`config.mk`:
```
export PLATFORM = sky130hd
export DESIGN_NAME = aes_run_controller
export DESIGN_NICKNAME = d
export VERILOG_FILES = /design/src/rtl/aes_ctrl_pkg.sv /design/src/rtl/aes_run_controller.sv
export SDC_FILE = /design/constraint.sdc
export NUM_CORES = 1
export LEC_CHECK = 0
export CELL_PAD_IN_SITES_DETAIL_PLACEMENT = 1
export CELL_PAD_IN_SITES_GLOBAL_PLACEMENT = 1
export CORE_AREA = 10 10 245 247
export CTS_BUF_LIST = sky130_fd_sc_hd__clkbuf_16
export DETAILED_ROUTE_END_ITERATION = 8
export DIE_AREA = 0 0 255 257
export PLACE_DENSITY = 0.86
export SKIP_LAST_GASP = 1
export SLEW_MARGIN = 0
export SYNTH_ARGS = -nofsm -noshare
export SYNTH_HDL_FRONTEND = slang
export SYNTH_SLANG_ARGS = --single-unit
```
`constraint.sdc`:
```
create_clock -name clk -period 5.6 [get_ports clk]
set_clock_uncertainty 0.1 [all_clocks]
set_input_delay 1.68 -clock clk [delete_from_list [all_inputs] [get_ports clk]]
set_output_delay 1.68 -clock clk [all_outputs]
set_load 0.02 [all_outputs]
```
`src/rtl/aes_ctrl_pkg.sv`:
```
// Shared constants and helpers for the AES round-trip run controller.
package aes_ctrl_pkg;

    localparam int unsigned DATA_W  = 128;
    localparam int unsigned CNT_W   = 5;
    localparam int unsigned SEL_W   = 3;
    localparam int unsigned MODE_W  = 2;
    localparam int unsigned STATE_W = 3;

    // Sequencer states
    localparam logic [STATE_W-1:0] ST_IDLE  = 3'd0;
    localparam logic [STATE_W-1:0] ST_ENC   = 3'd1;
    localparam logic [STATE_W-1:0] ST_DEC   = 3'd2;
    localparam logic [STATE_W-1:0] ST_CHECK = 3'd3;
    localparam logic [STATE_W-1:0] ST_DONE  = 3'd4;

    // Latched key-size encodings; also the core mux select
    localparam logic [MODE_W-1:0] MODE_128 = 2'b00;
    localparam logic [MODE_W-1:0] MODE_192 = 2'b01;
    localparam logic [MODE_W-1:0] MODE_256 = 2'b10;

    // Round counts and key lengths in 32-bit words
    localparam int unsigned NR_128 = 10;
    localparam int unsigned NR_192 = 12;
    localparam int unsigned NR_256 = 14;
    localparam int unsigned NK_128 = 4;
    localparam int unsigned NK_192 = 6;
    localparam int unsigned NK_256 = 8;

    // Default round count for a mode
    function automatic logic [CNT_W-1:0] nr_of(input logic [MODE_W-1:0] mode);
        case (mode)
            MODE_192: return CNT_W'(NR_192);
            MODE_256: return CNT_W'(NR_256);
            default:  return CNT_W'(NR_128);
        endcase
    endfunction

    // True when exactly one of the three key-size bits is set
    function automatic logic onehot3(input logic [SEL_W-1:0] key_sel);
        return (key_sel == 3'b001) || (key_sel == 3'b010) || (key_sel == 3'b100);
    endfunction

    // One-hot key select to mode encoding (caller guarantees one-hot)
    function automatic logic [MODE_W-1:0] mode_of(input logic [SEL_W-1:0] key_sel);
        case (key_sel)
            3'b010:  return MODE_192;
            3'b100:  return MODE_256;
            default: return MODE_128;
        endcase
    endfunction

endpackage

```
`src/rtl/aes_run_controller.sv`:
```
// Sequences one AES encrypt/decrypt round trip and checks the recovered plaintext.
module aes_run_controller #(
    parameter int unsigned NR_128 = 10,
    parameter int unsigned NR_192 = 12,
    parameter int unsigned NR_256 = 14
) (
    input  logic         clk,
    input  logic         reset,
    input  logic         start,
    input  logic [2:0]   key_sel,
    input  logic [127:0] plaintext,
    input  logic [127:0] enc_data,
    input  logic [127:0] dec_data,
    output logic [1:0]   mode,
    output logic         enc_reset,
    output logic [2:0]   dec_enable,
    output logic [127:0] cipher_q,
    output logic [127:0] data_out,
    output logic         busy,
    output logic         done,
    output logic         pass,
    output logic         err
);
    import aes_ctrl_pkg::*;

    logic [STATE_W-1:0] state_q, state_d;
    logic [CNT_W-1:0]   cnt_q, cnt_d;
    logic [MODE_W-1:0]  mode_q, mode_d;
    logic [DATA_W-1:0]  cipher_d;
    logic [DATA_W-1:0]  plain_q, plain_d;
    logic               enc_reset_q, enc_reset_d;
    logic [SEL_W-1:0]   dec_enable_q, dec_enable_d;
    logic               busy_q, busy_d;
    logic               done_q, done_d;
    logic               pass_q, pass_d;
    logic               err_q, err_d;
    logic [CNT_W-1:0]   cnt_last;

    // Last count value of a phase: nr+1 for the latched key size
    always_comb begin
        case (mode_q)
            MODE_192: cnt_last = CNT_W'(NR_192 + 1);
            MODE_256: cnt_last = CNT_W'(NR_256 + 1);
            default:  cnt_last = CNT_W'(NR_128 + 1);
        endcase
    end

    // State register and registered outputs
    always_ff @(posedge clk) begin
        if (reset) begin
            state_q      <= ST_IDLE;
            cnt_q        <= '0;
            mode_q       <= MODE_128;
            cipher_q     <= '0;
            plain_q      <= '0;
            enc_reset_q  <= 1'b1;
            dec_enable_q <= '0;
            busy_q       <= 1'b0;
            done_q       <= 1'b0;
            pass_q       <= 1'b0;
            err_q        <= 1'b0;
        end else begin
            state_q      <= state_d;
            cnt_q        <= cnt_d;
            mode_q       <= mode_d;
            cipher_q     <= cipher_d;
            plain_q      <= plain_d;
            enc_reset_q  <= enc_reset_d;
            dec_enable_q <= dec_enable_d;
            busy_q       <= busy_d;
            done_q       <= done_d;
            pass_q       <= pass_d;
            err_q        <= err_d;
        end
    end

    // Next-state logic; output registers follow the next state so they line up with it
    always_comb begin
        state_d  = state_q;
        cnt_d    = cnt_q;
        mode_d   = mode_q;
        cipher_d = cipher_q;
        plain_d  = plain_q;
        pass_d   = pass_q;
        err_d    = 1'b0;

        case (state_q)
            ST_IDLE, ST_DONE: begin
                if (start) begin
                    if (onehot3(key_sel)) begin
                        mode_d  = mode_of(key_sel);
                        cnt_d   = '0;
                        pass_d  = 1'b0;
                        state_d = ST_ENC;
                    end else begin
                        err_d = 1'b1;
                    end
                end
            end
            ST_ENC: begin
                if (cnt_q == cnt_last) begin
                    cipher_d = enc_data;
                    cnt_d    = '0;
                    state_d  = ST_DEC;
                end else begin
                    cnt_d = cnt_q + CNT_W'(1);
                end
            end
            ST_DEC: begin
                if (cnt_q == cnt_last) begin
                    plain_d = dec_data;
                    cnt_d   = '0;
                    state_d = ST_CHECK;
                end else begin
                    cnt_d = cnt_q + CNT_W'(1);
                end
            end
            ST_CHECK: begin
                pass_d  = (plain_q == plaintext);
                state_d = ST_DONE;
            end
            default: begin
                state_d = ST_IDLE;
            end
        endcase

        busy_d       = (state_d == ST_ENC) || (state_d == ST_DEC) || (state_d == ST_CHECK);
        done_d       = (state_d == ST_DONE);
        enc_reset_d  = (state_d != ST_ENC);
        dec_enable_d = (state_d == ST_DEC) ? (3'b001 << mode_d) : 3'b000;
    end

    // Display value follows whichever stage is active
    always_comb begin
        case (state_q)
            ST_IDLE: data_out = plaintext;
            ST_ENC:  data_out = enc_data;
            ST_DEC:  data_out = dec_data;
            default: data_out = plain_q;
        endcase
    end

    assign mode       = mode_q;
    assign enc_reset  = enc_reset_q;
    assign dec_enable = dec_enable_q;
    assign busy       = busy_q;
    assign done       = done_q;
    assign pass       = pass_q;
    assign err        = err_q;

endmodule

```
**Word-level counts from Yosys, hierarchy flattened**

Index checks and enable logic that the tools add are counted.

- Register bits after elaboration: 274
- ROM bits: 0
- Logic and storage cells: 68
- Latch bits: 0
- Bits in writable memories: 0
- Memories: 0
- Input bits: 390

- Equal/unequal tests: 18
- Reduce and logical (&&, ||, !) cells: 15
- Shifts and indexed selects: 1
- Div/mod/pow operators: 0
- $lt $le $gt $ge: 0
- Bitwise gates (word level): 3
- Multipliers: 0
- Muxes and demuxes: 19
- Add/subtract/negate cells: 1

Operators with widths:

| operator | number |
|---|---|
| $pmux 128 s3 | 1 |
| $eq 128x128->1 | 1 |
| $eq 3x2->1 const B | 5 |
| $mux 5 | 3 |
| $mux 3 | 4 |
| $pmux 3 s4 | 1 |
| $pmux 5 s2 | 1 |
| $eq 3x1->1 const B | 3 |
| $eq 3x3->1 const B | 3 |
| $mux 2 | 3 |
| $pmux 3 s2 | 1 |
| $reduce_and 3->1 | 2 |
| $reduce_or 2->1 | 3 |
| $add 5x1->5 const B | 1 |
| $eq 5x5->1 | 1 |
| $logic_or 1x1->1 | 4 |
| $ne 2x2->1 const B | 2 |
| $pmux 2 s2 | 1 |
| $reduce_and 2->1 | 2 |
| $reduce_bool 2->1 | 2 |
| $logic_not 3->1 | 1 |
| $mux 1 | 3 |
| $ne 3x1->1 const B | 1 |
| $not 1->1 | 3 |
| other kinds (5) | 5 |

**Logic depth before layout (Yosys ltp)**

- Depth in word-level cells: 9
- Gate-level depth with buffers: 9
- Gate-level depth less buffers: 8

**Least setup slack after synthesis**

OpenSTA, ideal clock, no wires.

- Path kind: input port to output port
- From: in dec_data[40]
- To: out data_out[40]
- Stages on the path: 4
- Data arrival time: 2,341 ps
- Slack: 1,479 ps
- Required time: 3,820 ps
- Path through: mux2i_1 -> nor2_1 -> a21oi_1 -> o21ai_0

- Word-level cells in the longest chain between the ends: 1

Ends and longest elaborated chain:

| element | line | text |
|---|---|---|
| from (decl) | aes_run_controller.sv:13 | `input logic [127:0] dec_data,` |
| $pmux 128 s3 | aes_run_controller.sv:135 | `case (state_q)` |
| to (decl) | aes_run_controller.sv:18 | `output logic [127:0] data_out,` |

Every way passes these cells.

**Worst setup path after layout**

- From: in plaintext[6]
- To: out data_out[6]

- Word-level cells in the longest chain between the ends: 1

Ends and longest elaborated chain:

| element | line | text |
|---|---|---|
| from (decl) | aes_run_controller.sv:11 | `input logic [127:0] plaintext,` |
| $pmux 128 s3 | aes_run_controller.sv:135 |  |

Every way passes these cells.

==> run summary <==
The run finished with clean final reports. Summed over all failing endpoints, the final setup total negative slack is 0 ns. The worst setup path is of the in -> out kind.

The net count after synthesis came out at 2,486. Across every metal layer, demand over resource in global routing totals 26.7%. By area the synthesized netlist is led by sky130_fd_sc_hd__dfxtp_1, sky130_fd_sc_hd__nand2_1, sky130_fd_sc_hd__a21oi_1. The smallest clock period supported by the final layout is computed as approximately 5.3 ns. For this configuration, the core starts out at a cell density of approximately 28%. The reported leakage power is a little under 0.008 µW. The number of global-route vias before repair is a little under 20,000. Relative to the synthesized area, the layout overhead comes to 53.6%. The maximum clock frequency is between 0.15 and 0.2 GHz. The final wirelength is 91.8 mm. Setup repair after global routing left no endpoint under its margin. The post-route fraction of the period consumed by the critical path is between 90 and 100%.

Of the post-synthesis cell area, the dominant cell type holds between 30% and 40%. The count of buffers from port buffering came out at 655. The maximum level of the CTS H-tree came out at 2. The library cell used most frequently in the layout, excluding fill and tap cells, is sky130_fd_sc_hd__clkdlybuf4s50_1. TritonCTS built the clock tree.

The count of nets left with antenna violations after detail routing is 0. The worst slew slack as a fraction of its limit came out at slightly above 20%. The data required time at the worst endpoint came out at approximately 3.8 ns.

The core region is about 55,000 µm². The x dimension of the die is between 200 and 300 µm. The area enclosed by the die boundary came out at about 66,000 µm². The first-pass GRT wire length came out at roughly 130 mm. The first routing iteration left ~970 violations. In this run, CTS created clock tree buffers numbering 38. The number of vias after detailed routing is about 18,000.

The post-CTS setup-driven buffer insertion count is 0. The total power divided by cell area came out at between 200 and 250 nW/µm². Across the VDD grid, the largest voltage drop is 170 µV. The maximum clock path buffer count came out at 3. A synthesized cell averages between 7 and 8 µm². The initial antenna violation count came out at 21. The unique cell type count in the Yosys netlist is between 40 and 50. Routability-driven placement finished with a final weighted congestion of 0.922. At the end of the flow, the number of nets in the layout was just over 3,000.

In the layout the commonest cells are sky130_fd_sc_hd__clkdlybuf4s50_1, sky130_fd_sc_hd__nand2_1, sky130_fd_sc_hd__a21oi_1, sky130_fd_sc_hd__dfxtp_1, sky130_fd_sc_hd__nor2_1. The largest fanout on the critical path is 2. The average detailed-routed wire length per instance is 26.9 µm.

The tree is rooted in a sky130_fd_sc_hd__clkbuf_16. The insertion delay of the later-clocked pin in the worst-skew pair is around 0.55 ns. The clock-pin slew reported for the worst setup and hold paths after clock tree synthesis is 0.05 ns.

sky130_fd_sc_hd__dfxtp_1 takes more of the synthesized area than any other cell. The first TritonRoute pass finished after 5 iterations. The total grt overflow is 0. The count of flip-flops with a built-in enable after synthesis is 0.

Entering global routing, the biggest net connects 93 pins. The floorplan has between 80 and 90 rows. The most used flip-flop cell after synthesis is sky130_fd_sc_hd__dfxtp_1. The fraction of the yosys area taken by sequential cells came out at between 30% and 40%. The TritonCTS sink count came out at approximately 270. The worst setup path is captured at an output pin. The number of hold buffers added after cts came out at 0.

The number of max-slew violations in the final report came out at 0. Detailed placement ended at an HPWL of around 70 mm. The sequential cell area is 5500 µm². The path type of the worst min-delay path is reg -> reg. The number of synthesized register bits is approximately 270. The layout filler cell count is 6,595. The proportion of register bits with asynchronous set or reset after synthesis is 0%. The combined area of the multi-input logic cells came out at between 9000 and 10,000 µm². The fraction of layout cells with a size suffix above 1 is ~10%.

Hold is met by roughly 0.36 ns. The count of unresolved DRC violations after routing is 0. Setup violations remaining at the end of the flow were counted as 0. The number of I/O pins is 656. The routed via count divided by cell count is roughly 5.3. The cell area after technology mapping came out at 15,500 µm².

Across the run, the number of max-cap violations was 0. From bottom edge to top edge, the die measures 257 µm. The number of resized instances in the post-cts repair step is 0.

The transition time at the pin with the least slew margin came out at ~1.2 ns. STA classifies the critical path startpoint as an input port. The number of standard cells after synthesis came out at between 2,000 and 2,500. The Yosys step of the flow raised 0 warnings. The number of failing hold endpoints at the final stage came out at 0. At the worst endpoint, the arrival time is 3.53 ns.
[flip-flops by register name, indices dropped and copies added, names as in the netlist]
name and count:
busy 1, plain_q 128, err 1, state_q 3
enc_reset 1, mode 2, pass 1, done 1
dec_enable 3, cipher_q 128, cnt_q 5
[cells by family (layout without fill, tap and decap cells)]
kind of cell    after synthesis  in the layout  share of synthesized area [%]
xor+xnor                    129            129                           7.31
mux                         130            130                           8.42
flops                       274            274                           35.5
fa+ha+maj                     2              2                          0.162
other cells                   0             12                              0
compound gates              535            535                           20.0
buf+inv                     170            775                           5.55
simple gates                854            854                           23.1
[worst max-delay path, stage by stage]
cell and delay (ns):
sky130_fd_sc_hd__clkdlybuf4s50_1 0.53, sky130_fd_sc_hd__mux2i_1 0.09, sky130_fd_sc_hd__nor2_1 0.11, sky130_fd_sc_hd__a21oi_1 0.05, sky130_fd_sc_hd__o21ai_0 0.38, sky130_fd_sc_hd__clkdlybuf4s50_1 0.70
[cells in the mapped netlist, types with 4 or more instances]
library cell and number:
sky130_fd_sc_hd__mux2i_1 130, sky130_fd_sc_hd__dfxtp_1 274, sky130_fd_sc_hd__nor2_1 142, sky130_fd_sc_hd__nor4_1 25, sky130_fd_sc_hd__nand3_1 4, sky130_fd_sc_hd__nand4_1 16, sky130_fd_sc_hd__clkbuf_1 116, sky130_fd_sc_hd__inv_1 10
sky130_fd_sc_hd__xor2_1 90, sky130_fd_sc_hd__o21ai_0 131, sky130_fd_sc_hd__buf_2 27, sky130_fd_sc_hd__buf_12 8, sky130_fd_sc_hd__nand2_1 580, sky130_fd_sc_hd__a21oi_2 95, sky130_fd_sc_hd__nand2_2 70, sky130_fd_sc_hd__a21oi_1 292
sky130_fd_sc_hd__xnor2_1 39
[worst paths after layout]
check	start	end	slack, ns	cells after the start
worst min register to register	cipher_q[44]	cipher_q[44]	0.36	2
worst max-delay path	plaintext[6]	data_out[6]	0.29	6
worst min-delay path	cipher_q[44]	cipher_q[44]	0.36	2
worst max register to register	mode[1]	cipher_q[0]	2.21	9
[per-layer routing]
metal  track usage [%]  share of wire (%)  up-vias
met5                 0               0.13        -
met4              10.3                3.9       18
met3              8.48                8.7      195
met2              46.6                 49      777
met1              29.6                 38     8818
li1                  -                  -     8132
[power breakdown]
| group | leakage [µW] | internal [µW] | switching, µW |
|---|---|---|---|
| registers | 0.00221 | 1950 | 11.3 |
| clock network | 0.000610 | 1360 | 997 |
| logic | 0.00501 | 544 | 616 |
| total | 0.00783 | 3860 | 1620 |
[final cells by class]
type | instances | area share [%]
multi-input cells | 1650 | 38.5
repair buffers | 695 | 29.3
flip-flops and latches | 274 | 23.2
clock buffers | 41 | 4.32
well taps | 704 | 3.71
clock inverters | 29 | 0.664
inverters | 10 | 0.158
diodes | 12 | 0.127
[stage by stage]
| stage | instance area, µm² | power (µW) | setup slack [ns] | utilization (%) | instances |
|---|---|---|---|---|---|
| after floorplan | 15500 | 2410 | 1.48 | - | 2094 |
| after global placement | 22500 | 3140 | 0.276 | 41.0 | 3333 |
| after detailed placement | 22500 | 3160 | 0.265 | 41.0 | 3333 |
| after CTS | 23700 | 5540 | 0.248 | 43.2 | 3403 |
| after global routing | 23700 | 5680 | 0.179 | 43.2 | 3414 |
| final | 23700 | 5480 | 0.285 | 43.2 | 3415 |
No activity file was read; power rests on OpenSTA's default activity.
